==> src/rtl/l2_burst_responder_if.sv <==
// Burst-read bus between the L1 refill FSM and the L2 responder, bundled
// with the word-wide backing-memory read port the responder drives.
//   slave  : responder view (l2_burst_responder)
//   master : requester + backing-memory view (L1 side / memory model)
// Signals:
//   l2_rreq, l2_addr, l2_burst_size : burst request from L1
//   l2_rdata, l2_busy               : streamed data / fetch-in-progress
//   mem_req, mem_addr               : backing-memory read request/address
//   mem_rdata, mem_ack              : backing-memory read data / complete
interface l2_burst_responder_if;
  logic        l2_rreq;
  logic [31:0] l2_addr;
  logic [4:0]  l2_burst_size;
  logic [31:0] l2_rdata;
  logic        l2_busy;
  logic        mem_req;
  logic [31:0] mem_addr;
  logic [31:0] mem_rdata;
  logic        mem_ack;

  modport slave (
    input  l2_rreq, l2_addr, l2_burst_size, mem_rdata, mem_ack,
    output l2_rdata, l2_busy, mem_req, mem_addr
  );

  modport master (
    output l2_rreq, l2_addr, l2_burst_size, mem_rdata, mem_ack,
    input  l2_rdata, l2_busy, mem_req, mem_addr
  );
endinterface

==> src/rtl/l2_burst_responder.sv <==
// L2-side responder for L1 burst reads. Accepts one request, fetches the
// words one at a time from the backing memory into a line buffer while
// l2_busy is high, then streams them back one word per cycle in ascending
// address order (no flow control on the stream).
// Ports:
//   clk   : rising-edge clock
//   reset : synchronous, active-high
//   bus   : l2_burst_responder_if.slave (L1 burst bus + backing-memory port)
module l2_burst_responder #(
  parameter int unsigned MAX_BURST = 16
) (
  input logic                  clk,
  input logic                  reset,
  l2_burst_responder_if.slave  bus
);

  localparam int unsigned IDX_W   = (MAX_BURST > 1) ? $clog2(MAX_BURST) : 1;
  localparam logic [4:0]  MAX_LEN = 5'(MAX_BURST);

  // ZLEN holds busy for the single cycle a zero-length request produces.
  typedef enum logic [1:0] {IDLE, ZLEN, FETCH, STREAM} state_t;

  state_t      state;
  logic [4:0]  len;
  logic [4:0]  widx;
  logic [4:0]  ridx;
  logic        busy;
  logic        mem_req;
  logic [31:0] mem_addr;
  logic [4:0]  req_len;
  logic        wr_en;
  logic [31:0] buffer [MAX_BURST];

  always_comb begin
    req_len = (bus.l2_burst_size > MAX_LEN) ? MAX_LEN : bus.l2_burst_size;
  end

  always_comb begin
    wr_en = (state == FETCH) && mem_req && bus.mem_ack;
  end

  // Buffer is kept out of the reset path; contents are don't-care until fetched.
  always_ff @(posedge clk) begin
    if (!reset && wr_en) begin
      buffer[widx[IDX_W-1:0]] <= bus.mem_rdata;
    end
  end

  always_ff @(posedge clk) begin
    if (reset) begin
      state    <= IDLE;
      busy     <= 1'b0;
      mem_req  <= 1'b0;
      mem_addr <= '0;
      len      <= '0;
      widx     <= '0;
      ridx     <= '0;
    end else begin
      case (state)
        IDLE: begin
          if (bus.l2_rreq) begin
            len  <= req_len;
            widx <= '0;
            busy <= 1'b1;
            if (req_len == '0) begin
              state <= ZLEN;
            end else begin
              mem_req  <= 1'b1;
              mem_addr <= bus.l2_addr & 32'hFFFF_FFFC;
              state    <= FETCH;
            end
          end
        end
        ZLEN: begin
          busy  <= 1'b0;
          state <= IDLE;
        end
        FETCH: begin
          if (mem_req && bus.mem_ack) begin
            widx <= widx + 5'd1;
            if (widx == len - 5'd1) begin
              mem_req <= 1'b0;
              busy    <= 1'b0;
              ridx    <= '0;
              state   <= STREAM;
            end else begin
              mem_addr <= mem_addr + 32'd4;
            end
          end
        end
        STREAM: begin
          ridx <= ridx + 5'd1;
          if (ridx == len - 5'd1) begin
            state <= IDLE;
          end
        end
        default: state <= IDLE;
      endcase
    end
  end

  assign bus.l2_busy  = busy;
  assign bus.mem_req  = mem_req;
  assign bus.mem_addr = mem_addr;

  always_comb begin
    bus.l2_rdata = (state == STREAM) ? buffer[ridx[IDX_W-1:0]] : '0;
  end

endmodule

==> src/flat_wrapper.sv <==
// flat-port wrapper written by rule: the top's interface ports become plain ports
module l2_burst_responder_flat 
#(
  parameter int unsigned MAX_BURST = 16
)
  (clk, reset, bus_l2_rreq, bus_l2_addr, bus_l2_burst_size, bus_mem_rdata, bus_mem_ack, bus_l2_rdata, bus_l2_busy, bus_mem_req, bus_mem_addr);
  l2_burst_responder_if bus_i ();
  input logic clk;
  input logic reset;
  input wire logic [$bits(bus_i.l2_rreq)-1:0] bus_l2_rreq;
  input wire logic [$bits(bus_i.l2_addr)-1:0] bus_l2_addr;
  input wire logic [$bits(bus_i.l2_burst_size)-1:0] bus_l2_burst_size;
  input wire logic [$bits(bus_i.mem_rdata)-1:0] bus_mem_rdata;
  input wire logic [$bits(bus_i.mem_ack)-1:0] bus_mem_ack;
  output wire logic [$bits(bus_i.l2_rdata)-1:0] bus_l2_rdata;
  output wire logic [$bits(bus_i.l2_busy)-1:0] bus_l2_busy;
  output wire logic [$bits(bus_i.mem_req)-1:0] bus_mem_req;
  output wire logic [$bits(bus_i.mem_addr)-1:0] bus_mem_addr;
  assign bus_i.l2_rreq = bus_l2_rreq;
  assign bus_i.l2_addr = bus_l2_addr;
  assign bus_i.l2_burst_size = bus_l2_burst_size;
  assign bus_i.mem_rdata = bus_mem_rdata;
  assign bus_i.mem_ack = bus_mem_ack;
  assign bus_l2_rdata = bus_i.l2_rdata;
  assign bus_l2_busy = bus_i.l2_busy;
  assign bus_mem_req = bus_i.mem_req;
  assign bus_mem_addr = bus_i.mem_addr;
  l2_burst_responder #(.MAX_BURST(MAX_BURST)) u_core (.clk(clk), .reset(reset), .bus(bus_i));
endmodule
==> config.mk <==
export PLATFORM = sky130hd
export DESIGN_NAME = l2_burst_responder_flat
export DESIGN_NICKNAME = d
export VERILOG_FILES = /design/src/rtl/l2_burst_responder_if.sv /design/src/rtl/l2_burst_responder.sv /design/src/flat_wrapper.sv
export SDC_FILE = /design/constraint.sdc
export NUM_CORES = 1
export LEC_CHECK = 0
export ABC_AREA = 1
export CAP_MARGIN = 20
export CORE_ASPECT_RATIO = 0.7
export CORE_MARGIN = 1
export CORE_UTILIZATION = 40
export DETAILED_ROUTE_END_ITERATION = 8
export DONT_BUFFER_PORTS = 1
export MAX_ROUTING_LAYER = met4
export PLACE_DENSITY_LB_ADDON = 0.15
export SLEW_MARGIN = 10
export SYNTH_ARGS = -nofsm -noshare
export SYNTH_HDL_FRONTEND = slang
export SYNTH_SLANG_ARGS = --single-unit
==> constraint.sdc <==
create_clock -name clk -period 6.5 [get_ports clk]
set_input_delay 0.65 -clock clk [delete_from_list [all_inputs] [get_ports clk]]
set_output_delay 0.65 -clock clk [all_outputs]
set_load 0.05 [all_outputs]
==> After elaboration in Yosys (flattened, before gate mapping) <==
Memories as Yosys holds them, arrays and structs flattened. A register that Yosys moved wholly into a read port is not among the register bits.
Cells that the tools add are included.
{ "word_totals": {"regBits": 51, "ramBits": 512, "wordCells": 71, "n_memories": 1} }
{ "memory_table": {"columns": ["name", "depth", "width", "rd", "rd_clocked_by_memory_dff", "wr", "line_no", "rtl"], "rows": [
  ["u_core.buffer", 16, 32, 1, 1, 1, "l2_burst_responder.sv:32", "logic [31:0] buffer [MAX_BURST];"]
]} }
{ "op_classes": {"n_addsub": 4, "magnitude_cmp": 1, "n_eq_ne": 11, "muxes": 30, "reduce_logical": 17} }
{ "ops": {"columns": ["cell", "count"], "rows": [
  ["$mux 32", 5],
  ["$pmux 32 s2", 1],
  ["$add 32x3->32 const B", 1],
  ["$mux 5", 5],
  ["$pmux 5 s2", 2],
  ["$add 5x1->5 const B", 2],
  ["$eq 5x5->1", 2],
  ["$mux 2", 5],
  ["$ne 2x2->1 const B", 5],
  ["$reduce_and 5->1", 2],
  ["$mux 4", 2],
  ["$pmux 2 s4", 1],
  ["$reduce_and 4->1", 2],
  ["$mux 1", 7],
  ["$reduce_and 3->1", 2],
  ["$gt 5x5->1 const B", 1],
  ["$logic_not 5->1", 1],
  ["$sub 5x1->5 const B", 1],
  ["$eq 2x2->1 const B", 2],
  ["$logic_and 1x1->1", 4],
  ["$reduce_bool 2->1", 2],
  ["$pmux 1 s3", 1],
  ["$reduce_bool 3->1", 1],
  ["$eq 2x1->1 const B", 1],
  ["5 further kinds", 5]
]} }

==> Depth between registers and ports, before layout <==
Gate-level depths: netlist (run 1).
{ "logic_depth": {"word_depth": 7, "mapped_depth": 15, "mapped_depth_nobuf": 14} }

==> Worst setup path before layout (run 1) <==
OpenSTA, ideal clock, no wires.
{ "synth_path": {"kind": "register to register", "start": "register u_core.state[0]", "end": "memory u_core.buffer[0][0], enable pin", "arrival_ns": 2.863, "t_required_ns": 6.079, "path_slack_ns": 3.216, "stages_incl_launch_ff": 8, "path_cell_list": "dfxtp_1 -> inv_1 -> ha_1 -> buf_2 -> clkinv_1 -> nor4_2 -> nand2_1 -> nor2_1"} }
{ "synth_via": {"elab_chain_len": 6} }
{ "synth_lines": {"columns": ["item", "line_no", "rtl"], "rows": [
  ["start: declaration", "l2_burst_responder.sv:23", "state_t state;"],
  ["start signal: assignment", "l2_burst_responder.sv:51", "state <= IDLE;"],
  ["start signal: assignment", "l2_burst_responder.sv:66", "state <= ZLEN;"],
  ["start signal: assignment", "l2_burst_responder.sv:70", "state <= FETCH;"],
  ["$eq 2x2->1", "l2_burst_responder.sv:39", "wr_en = (state == FETCH) && mem_req && bus.mem_ack;"],
  ["$logic_and 1x1->1 (2 in series)", "l2_burst_responder.sv:39", null],
  ["$logic_and 1x1->1", "l2_burst_responder.sv:44", "if (!reset && wr_en) begin"],
  ["$mux 1", "l2_burst_responder.sv:44", null],
  ["$mux 1 (implied by the code)", "l2_burst_responder.sv:45", "buffer[widx[IDX_W-1:0]] <= bus.mem_rdata;"],
  ["end: declaration", "l2_burst_responder.sv:32", null]
]} }
No other way between the ends.

==> impl_metrics.env, run 1 <==
export IMPL_fin_nets=2037
export IMPL_ff2ff_setup_slack_ns=3.27
export IMPL_finalPower_w=0.00869
export IMPL_clock_root_buffer="clkbuf_16"
export IMPL_synthFlopType="edfxtp_1"
export IMPL_final_min_clock_period_ns=4.53
export IMPL_clkPwrFrac_pct=36.8
export IMPL_critical_path_class="register to output port"
export IMPL_syn_cell_area_um2=23400
export IMPL_vias=15500
export IMPL_vdd_drop_max_mv=0.205
export IMPL_hold_buffers=0
export IMPL_vias_per_cell=5.65
export IMPL_cp_start_kind="register"
export IMPL_grtUsageTotal_pct=21.8
export IMPL_rr_endpoint="u_core.buffer[7][12]$_DFFE_PP_"
export IMPL_final_hold_viol_count=0
export IMPL_setup_viol=0
export IMPL_r2r_cells=7
export IMPL_cts_repair_resized=0
export IMPL_antenna_found_initial=0
export IMPL_n_antenna_cell=0
export IMPL_p_sw_w=0.00255
export IMPL_clk_pin_slew_worst_paths_ns=0.07
export IMPL_grt_max_degree=193
export IMPL_crit_end="bus_l2_rdata[22]"
export IMPL_yosysMostFrequentCell="edfxtp_1"
export IMPL_syn_avg_cell_area_um2=11.8
export IMPL_synth_commonest_cells="edfxtp_1, nor2_1, o21ai_0, nand2_1, clkbuf_1"
export IMPL_clock_latency_ns=0.63
export IMPL_place_gp_congestion=0.908
export IMPL_wl_per_cell_um=23.1
export IMPL_first_pass_iters=5
export IMPL_p_per_area_nw_per_um2=333
export IMPL_fill_cells=5110
export IMPL_rsz0062_at_grt="no"
export IMPL_drv_cap=0
export IMPL_syn_to_final_growth_pct=11.5
export IMPL_clock_sinks=565
export IMPL_arrival_ns=3.88
export IMPL_hold_class="input pin to register"
export IMPL_synth_top_area_share_pct=65.7
export IMPL_final_antenna_net_count=0
export IMPL_post_cts_setup_buffers=0
export IMPL_holdPathStages=1
export IMPL_totalWireLength_um=63500
export IMPL_reg2reg_from="u_core.state[0]$_SDFFE_PP0P_"
export IMPL_finalSetupTns_ns=0
export IMPL_pin_count=139
export IMPL_synthCells=1976
export IMPL_p_seq_share_pct=51.5
export IMPL_swShare_pct=29.3
export IMPL_fin_skew_ns=0.0283
export IMPL_yosys_area_top_type="edfxtp_1"
export IMPL_coreArea_um2=57300
export IMPL_die_area_um2=59500
export IMPL_ys_warn_count=0
export IMPL_grt_pass1_vias=14700
export IMPL_cp_max_fo=111
export IMPL_die_x_um=291
export IMPL_max_freq_ghz=0.221
export IMPL_synthTopCellsByArea="edfxtp_1, o21ai_0, nor2_1, dfxtp_1, nand2_1"
export IMPL_worstMarginPinSlew_ns=1.18
export IMPL_p_comb_share_pct=11.7
export IMPL_post_route_cells_drive_above_1_share_pct=9.35
export IMPL_cts_buffers=56
export IMPL_worst_ep_required_time_ns=5.85
export IMPL_drv_slew=0
export IMPL_min_delay_start="reset"
export IMPL_status="finished clean"
export IMPL_num_rows=73
export IMPL_end_kind="output port"
export IMPL_grt_pass1_wl_um=94700
export IMPL_htree_levels=2
export IMPL_timing_slew_headroom_pct=21.4
export IMPL_gr_total_overflow=0
export IMPL_initial_core_util_pct=40.9
export IMPL_synth_edf_count=512
export IMPL_p_leak_nw=8.24
export IMPL_drc=0
export IMPL_initialDrtViolationCount=1555
export IMPL_die_h_um=204
export IMPL_cts_tree="built"
export IMPL_port_buffers=0
export IMPL_hpwlAfterDp_um=33100
export IMPL_final_period_utilization_pct=69.7
export IMPL_async_reset_ff_share_pct=0
export IMPL_internal_power_w=0.00614
export IMPL_clockBufferDepth=3
export IMPL_ys_types=43
export IMPL_ys_seq_area_share_pct=70.2
export IMPL_ys_ff_latch=565
-- how the worst min path moves through the flow --
stage | to | slack (ns)
floorplan | u_core.ridx[4]$_SDFFE_PP0N_ | 0.44
global placement | u_core.ridx[4]$_SDFFE_PP0N_ | 0.45
detailed placement | u_core.ridx[4]$_SDFFE_PP0N_ | 0.45
CTS | u_core.bus.mem_addr[24]$_SDFFE_PP0P_ | 0.04
global route | u_core.bus.mem_addr[28]$_SDFFE_PP0P_ | 0.06
finish | u_core.bus.mem_addr[24]$_SDFFE_PP0P_ | 0.10
-- critical path, stage by stage (launching register included) --
cell,delay [ns]
dfxtp_4,0.54
inv_6,0.67
buf_4,0.47
o21ai_0,0.13
o221ai_1,0.22
nand3_1,0.17
a21oi_1,0.88
-- per-stage QoR --
step,cell area [um2],hold slack (ns),std cells,setup WS [ns],util [%]
final,26100,0.103,2749,1.97,45.6
after global routing,26100,0.0551,2749,1.73,45.6
after CTS,26100,0.0433,2748,1.86,45.5
after detailed placement,24300,0.454,2645,2.51,42.4
after global placement,24300,0.447,2645,2.57,42.4
after floorplan,23400,0.441,1977,3.22,-
-- power by group through the flow --
stage	Sequential (W)	Combinational, W	Clock, W
floorplan	0.00448	0.000845	0
global placement	0.00455	0.000977	0
detailed placement	0.00455	0.000993	0
CTS	0.00447	0.000996	0.00326
global route	0.00449	0.00114	0.00341
finish	0.00448	0.00101	0.00320
-- cell families after synthesis --
family          share of synthesized area (%)
compound gates                           13.7
xor+xnor                                0.412
fa+ha+maj                               0.535
buf+inv                                  3.34
flops                                    70.2
mux                                    0.0428
other cells                            0.0160
simple gates                             11.7
-- layout make-up --
| cell class | instances | area (um2) | share of cell area (%) |
|---|---|---|---|
| Inverter | 56 | 220 | 0.844 |
| Sequential cell | 565 | 16400 | 63.0 |
| Multi-Input combinational cell | 1227 | 6310 | 24.2 |
| Tap cell | 750 | 938 | 3.59 |
| Clock buffer | 64 | 1430 | 5.48 |
| Timing Repair Buffer | 48 | 405 | 1.55 |
| Clock inverter | 39 | 349 | 1.34 |
-- flip-flops by register name, indices dropped and copies added (netlist names), named ones only --
register / flops
u_core.bus.mem_addr: 30
u_core.widx: 5
u_core.bus.mem_req: 1
u_core.state: 2
u_core.len: 5
u_core.ridx: 5
u_core.bus.l2_busy: 1
u_core.buffer: 512
-- routing by layer --
metal | share of wire (%) | wire length, um | vias to the layer above | track usage, %
met5 | 0 | 0 | - | -
met4 | 1.8 | 1110 | 0 | 4.84
met3 | 6.9 | 4400 | 95 | 4.20
met2 | 45 | 28300 | 503 | 32.8
met1 | 47 | 29600 | 7710 | 30.7
li1 | - | - | 7225 | -
-- cell usage in the layout (no fill, tap or decap), drive strengths merged --
master    count
a211oi        2
or2           7
clkinvlp      3
xnor2         5
nor2        354
nand2       221
nor4          1
dfxtp        53
buf          48
o21bai        2
clkinv       31
mux2i         1
nor3          4
conb          2
a21boi        1
nand3        58
nand4        17
o31ai         4
a21oi        73
o22ai        47
nor3b         1
inv          56
bufinv        5
o221ai       82
clkbuf       64
o21a          1
o211ai       46
o21ai       273
edfxtp      512
a22oi         1
ha           10
xor2          6
nand3b        8
Note: power is estimated with default switching activity, not from simulation.
==> run 2, diff against run 1 <==
- ABC_AREA: 1 -> 0
- clock period: 6.5 -> 4.1 ns (I/O delays scaled with it)
==> run 2 against run 1 <==
Compared with the run above:
- cell count shrank 26%
- first-iteration DRC count down 30%
- utilization rose by 1.3 points
- largest cell class unchanged
- design area fell by 0.39%
- clock skew decreased by 0.0059 ns
- synthesized cell count shrank 41%
- synthesized area down 3.4%
- register-to-register slack worse by 2.4 ns
- critical path depth is 2 lower
- highest routed layer unchanged
- critical path type unchanged
==> impl_metrics.env, run 2 <==
export IMPL_final_cell_mix="edfxtp_1, mux4_2, clkbuf_16"
export IMPL_post_route_cells_drive_above_1_share_pct=23.5
export IMPL_synth_edf_count=512
export IMPL_ys_ff_latch=565
export IMPL_die_h_um=201
export IMPL_synth_compound_area_share_pct=3.71
export IMPL_p_per_area_nw_per_um2=500
export IMPL_cts_buffers=54
export IMPL_syn_to_final_growth_pct=15.1
export IMPL_rsz0062_at_grt="no"
export IMPL_syn_avg_cell_area_um2=19.3
export IMPL_coreArea_um2=55500
export IMPL_final_period_utilization_pct=85.7
export IMPL_cp_max_fo=40
export IMPL_clockBufferDepth=3
export IMPL_worstMarginPinSlew_ns=0.936
export IMPL_end_kind="output port"
export IMPL_vdd_drop_max_mv=0.328
export IMPL_arrival_ns=3.10
export IMPL_totalWireLength_um=53000
export IMPL_gr_usage_met3_pct=3.67
export IMPL_die_x_um=286
export IMPL_port_buffers=0
export IMPL_hpwlAfterDp_um=28900
export IMPL_status="finished clean"
export IMPL_largest_register_ffs=512
export IMPL_synth_top_area_share_pct=68.0
export IMPL_fin_skew_ns=0.0224
export IMPL_finalNonFillerCells=2032
export IMPL_grt_busiest_layer="met1"
export IMPL_final_antenna_net_count=0
export IMPL_finalSetupTns_ns=0
export IMPL_drv_cap=0
export IMPL_ys_warn_count=0
export IMPL_syn_cell_area_um2=22600
export IMPL_fill_cells=4696
export IMPL_clock_sinks=565
export IMPL_synth_simple_area_share_pct=4.91
export IMPL_wl_per_cell_um=26.1
export IMPL_synthAdderAreaFrac_pct=0.554
export IMPL_place_gp_congestion=0.895
export IMPL_clk_pin_slew_worst_paths_ns=0.06
export IMPL_worst_hold_slack_ns=0.0352
export IMPL_path_buf_inv=1
export IMPL_final_min_clock_period_ns=3.51
export IMPL_synth_commonest_cells="edfxtp_1, mux4_2, dfxtp_1, clkbuf_1"
export IMPL_synth_xor_area_share_pct=0.581
export IMPL_antenna_found_initial=4
export IMPL_yosys_area_top_type="edfxtp_1"
export IMPL_synth_area_mux_share_pct=16.1
export IMPL_final_util_pct=46.9
export IMPL_synthTopCellsByArea="edfxtp_1, mux4_2, dfxtp_1, and2_1, clkbuf_1"
export IMPL_placed_cells=1888
export IMPL_fin_nets=1325
export IMPL_cp_start_kind="register"
export IMPL_yosysMostFrequentCell="edfxtp_1"
export IMPL_setup_ws_ns=0.588
export IMPL_gr_total_overflow=0
export IMPL_clock_latency_ns=0.61
export IMPL_slowest_stage="dfxtp_4"
export IMPL_grt_max_degree=69
export IMPL_clock_root_buffer="clkbuf_16"
export IMPL_grt_use_met2_pct=27.7
export IMPL_ys_seq_area_share_pct=72.7
export IMPL_initial_core_util_pct=40.7
export IMPL_async_reset_ff_share_pct=0
export IMPL_grtUsageTotal_pct=19.2
export IMPL_crit_path_cell_trace="buf_4, mux4_2, mux4_2, and2_1"
export IMPL_final_hold_viol_count=0
export IMPL_cts_tree="built"
export IMPL_pre_cts_ws_ns=1.03
export IMPL_timing_slew_headroom_pct=37.6
export IMPL_first_pass_iters=7
export IMPL_num_rows=72
export IMPL_max_freq_ghz=0.285
export IMPL_grt_pass1_vias=11500
export IMPL_final_common_cell="edfxtp_1"
export IMPL_htree_levels=2
export IMPL_die_area_um2=57500
export IMPL_drc=0
export IMPL_synth_top_family_by_area="multiplexers"
export IMPL_grtUsageMet1_pct=28.3
export IMPL_vias_per_cell=5.70
export IMPL_grt_pass1_wl_um=78800
export IMPL_pin_count=139
export IMPL_vias=11600
export IMPL_crit_family="multiplexers"
export IMPL_worst_ep_required_time_ns=3.69
export IMPL_p_leak_nw=7.77
export IMPL_setup_viol=0
export IMPL_cp_slowest_stage_delay_ns=0.79
export IMPL_critical_path_class="register to output port"
export IMPL_drv_slew=0
export IMPL_ys_types=59
export IMPL_synthFlopType="edfxtp_1"
export IMPL_synthCells=1170
export IMPL_crit_top_cell="mux4_2"
export IMPL_initialDrtViolationCount=1086
export IMPL_hold_class="input pin to register"
-- run 2: cell types whose count changed after synthesis, sizes merged, moves of 41 or more --
cell,before,now
o21ai,273,15
nand2,221,46
o22ai,47,4
nor2,354,46
mux4,0,160
nand3,58,17
clkbuf,93,50
o221ai,82,1
a21oi,73,31
-- run 2: worst paths after layout --
kind	startpoint	to	slack, ns	cells after the start
max	register	bus_l2_rdata[1]	0.59	4
min	bus_l2_addr[18]	u_core.bus.mem_addr[18]$_SDFFE_PP0P_	0.04	2
max reg2reg	u_core.state[0]$_SDFFE_PP0P_	u_core.bus.mem_addr[19]$_SDFFE_PP0P_	0.91	8
min reg2reg	u_core.widx[4]$_SDFFE_PP0P_	u_core.widx[4]$_SDFFE_PP0P_	0.51	2
-- run 2: routing by layer --
metal | wire length (um) | vias to the layer above
li1 | - | 5020
met1 | 24800 | 6143
met2 | 24200 | 355
met3 | 3150 | 74
met4 | 874 | 0
met5 | 0 | -
-- run 2: repair_timing --
action,in CTS,in global routing
hold buffers,37,0
endpoints found under the hold margin,554,0
setup buffers,0,0
gates resized for setup,0,0
-- run 2: layout make-up --
cell class	instances	area [um2]	area share, %
flip-flops and latches	565	16400	63.3
multi-input cells	525	5960	22.9
clock buffers	65	1440	5.52
well taps	740	926	3.56
repair buffers	82	906	3.48
clock inverters	36	258	0.991
inverters	14	52.6	0.202
diodes	5	12.5	0.0481
-- run 2: metrics by stage --
step	power, W	instance area (um2)
2_1_floorplan	0.00785	22600
3_3_place_gp	0.00816	23900
3_5_place_dp	0.00818	23900
4_1_cts	0.0131	26000
5_1_grt	0.0134	26000
6_report	0.0130	26000
-- run 2: kinds of logic after synthesis --
| kind of cell | count (synthesis) |
|---|---|
| other | 1 |
| buffers and inverters | 81 |
| adder cells (fa/ha/maj) | 10 |
| multiplexers | 163 |
| XOR/XNOR | 15 |
| AND/OR/NAND/NOR | 214 |
| AO/OA/AOI/OAI | 121 |
| flip-flops | 565 |
-- run 2: where the power goes --
| part | switching [W] | internal, W | total (W) |
|---|---|---|---|
| combinational | 0.000849 | 0.000396 | 0.00124 |
| clock | 0.00213 | 0.00268 | 0.00480 |
| sequential | 0.000524 | 0.00642 | 0.00694 |
-- run 2: worst register-to-register path: stages (launching register included) --
cell           delay, ns
dfxtp_1             0.31
inv_1               0.10
ha_1                0.34
a21boi_0            0.51
a211o_1             0.52
nor3_1              0.24
a211o_1             0.34
a211oi_1            0.21
dlygate4sd3_1       0.57
==> run 3, diff against run 2 <==
- CORE_UTILIZATION: 40 -> 41
==> run 3 against run 2 <==
Compared with the run above:
- hold slack improved by 0.0030 ns
- critical path depth is the same
- via count decreased by 0.91%
- largest cell class unchanged
- highest routed layer unchanged
==> impl_metrics.env, run 3 (synthesis gave the netlist of run 2 again) <==
export IMPL_status="finished clean"
export IMPL_post_route_cells_drive_above_1_share_pct=24.6
export IMPL_wl_per_cell_um=26.0
export IMPL_pre_cts_ws_ns=1.06
export IMPL_slowest_stage="dfxtp_4"
export IMPL_cts_buffers=55
export IMPL_timing_slew_headroom_pct=37.2
export IMPL_worst_ep_required_time_ns=3.69
export IMPL_p_seq_share_pct=52.0
export IMPL_syn_to_final_growth_pct=15.9
export IMPL_cp_max_fo=28
export IMPL_coreArea_um2=54100
export IMPL_clock_latency_ns=0.60
export IMPL_htree_levels=2
export IMPL_drv_cap=0
export IMPL_vias_per_cell=5.68
export IMPL_worstMarginPinSlew_ns=0.935
export IMPL_clockBufferDepth=3
export IMPL_final_period_utilization_pct=87.3
export IMPL_grt_pass1_vias=11800
export IMPL_p_comb_share_pct=8.1
export IMPL_rsz0062_at_grt="no"
export IMPL_placed_cells=1883
export IMPL_p_sw_w=0.00355
export IMPL_finalNonFillerCells=2024
export IMPL_port_buffers=0
export IMPL_setup_viol=0
export IMPL_grtUsageMet1_pct=29.3
export IMPL_p_leak_nw=7.87
export IMPL_final_cell_mix="edfxtp_1, mux4_2, clkbuf_16"
export IMPL_drc=0
export IMPL_final_hold_viol_count=0
export IMPL_clock_sinks=565
export IMPL_critical_path_class="register to output port"
export IMPL_die_h_um=198
export IMPL_grt_max_degree=54
export IMPL_num_rows=71
export IMPL_gr_usage_met3_pct=3.44
export IMPL_register_area_um2=16400
export IMPL_place_gp_congestion=0.902
export IMPL_cts_tree="built"
export IMPL_grt_pass1_wl_um=79100
export IMPL_cts_repair_resized=0
export IMPL_final_common_cell="edfxtp_1"
export IMPL_p_per_area_nw_per_um2=518
export IMPL_pin_count=139
export IMPL_setup_ws_ns=0.521
export IMPL_largest_register_ffs=512
export IMPL_cp_start_kind="register"
export IMPL_vias=11500
export IMPL_gr_total_overflow=0
export IMPL_fill_cells=4439
export IMPL_fin_nets=1331
export IMPL_final_min_clock_period_ns=3.58
export IMPL_hold_class="input pin to register"
export IMPL_arrival_ns=3.17
export IMPL_totalWireLength_um=52600
export IMPL_antenna_found_initial=3
export IMPL_fin_skew_ns=0.0110
export IMPL_grt_use_met2_pct=29.6
export IMPL_first_pass_iters=5
export IMPL_crit_path_cell_trace="buf_4, mux4_2, mux4_2, and2_1"
export IMPL_die_area_um2=56100
export IMPL_grt_busiest_layer="met2"
export IMPL_clkPwrFrac_pct=39.9
export IMPL_hpwlAfterDp_um=29900
export IMPL_clk_pin_slew_worst_paths_ns=0.06
export IMPL_internal_power_w=0.0100
export IMPL_final_antenna_net_count=0
export IMPL_initialDrtViolationCount=1017
export IMPL_grtUsageTotal_pct=20.1
export IMPL_die_x_um=283
export IMPL_cp_slowest_stage_delay_ns=0.76
export IMPL_crit_top_cell="mux4_2"
export IMPL_drv_slew=0
export IMPL_initial_core_util_pct=41.8
export IMPL_multi_input_area_um2=5960
export IMPL_clock_root_buffer="clkbuf_16"
export IMPL_worst_hold_slack_ns=0.0381
export IMPL_vdd_drop_max_mv=0.516
export IMPL_max_freq_ghz=0.279
export IMPL_finalSetupTns_ns=0
export IMPL_end_kind="output port"
export IMPL_swShare_pct=26.2
-- run 3: path summary, 6_finish.rpt --
kind	slack, ns	depth (start not counted)	end	start
setup reg to reg	1.07	8	u_core.ridx[4]$_SDFFE_PP0N_	u_core.len[0]$_SDFFE_PP0P_
hold reg to reg	0.50	2	u_core.widx[4]$_SDFFE_PP0P_	u_core.widx[4]$_SDFFE_PP0P_
setup / recovery	0.52	4	bus_l2_rdata[13]	register
hold / removal	0.04	3	u_core.len[1]$_SDFFE_PP0P_	bus_l2_burst_size[4]
-- run 3: repair_timing --
action,in CTS,in global routing
setup buffers,0,0
hold endpoints to repair,554,0
hold buffers,38,0
-- run 3: worst max-delay path, delay by kind of cell (launching register included) --
kind                   cells  cell delay [ns]
DFF                        1             0.76
and+or+nand+nor            1             0.35
muxes                      2             1.06
buffers and inverters      1             0.38
-- run 3: metal layers --
layer	wire length, um	share of wire [%]
met5	0	0
met4	786	1.5
met3	2930	5.6
met2	24400	46
met1	24500	47
-- run 3: layout make-up --
| class | instances | share of cell area (%) |
|---|---|---|
| diodes | 3 | 0.0287 |
| clock buffers | 65 | 5.40 |
| clock inverters | 35 | 1.90 |
| inverters | 14 | 0.201 |
| multi-input cells | 525 | 22.8 |
| flip-flops and latches | 565 | 62.8 |
| well taps | 730 | 3.49 |
| repair buffers | 87 | 3.37 |
-- run 3: power by group through the flow --
| stage | Clock [W] | Combinational [W] | Sequential [W] |
|---|---|---|---|
| 6_report | 0.00541 | 0.00110 | 0.00705 |
| 5_1_grt | 0.00575 | 0.00122 | 0.00707 |
| 4_1_cts | 0.00553 | 0.00109 | 0.00704 |
| 3_5_place_dp | 0 | 0.000986 | 0.00717 |
| 3_3_place_gp | 0 | 0.000966 | 0.00717 |
| 2_1_floorplan | 0 | 0.000724 | 0.00712 |
-- run 3: through the flow --
stage	total power (W)	utilization, %	area [um2]
after global placement	0.00813	44.1	23900
final	0.0136	48.4	26200
after floorplan	0.00785	-	22600
after CTS	0.0137	48.4	26200
after detailed placement	0.00816	44.1	23900
after global routing	0.0140	48.4	26200
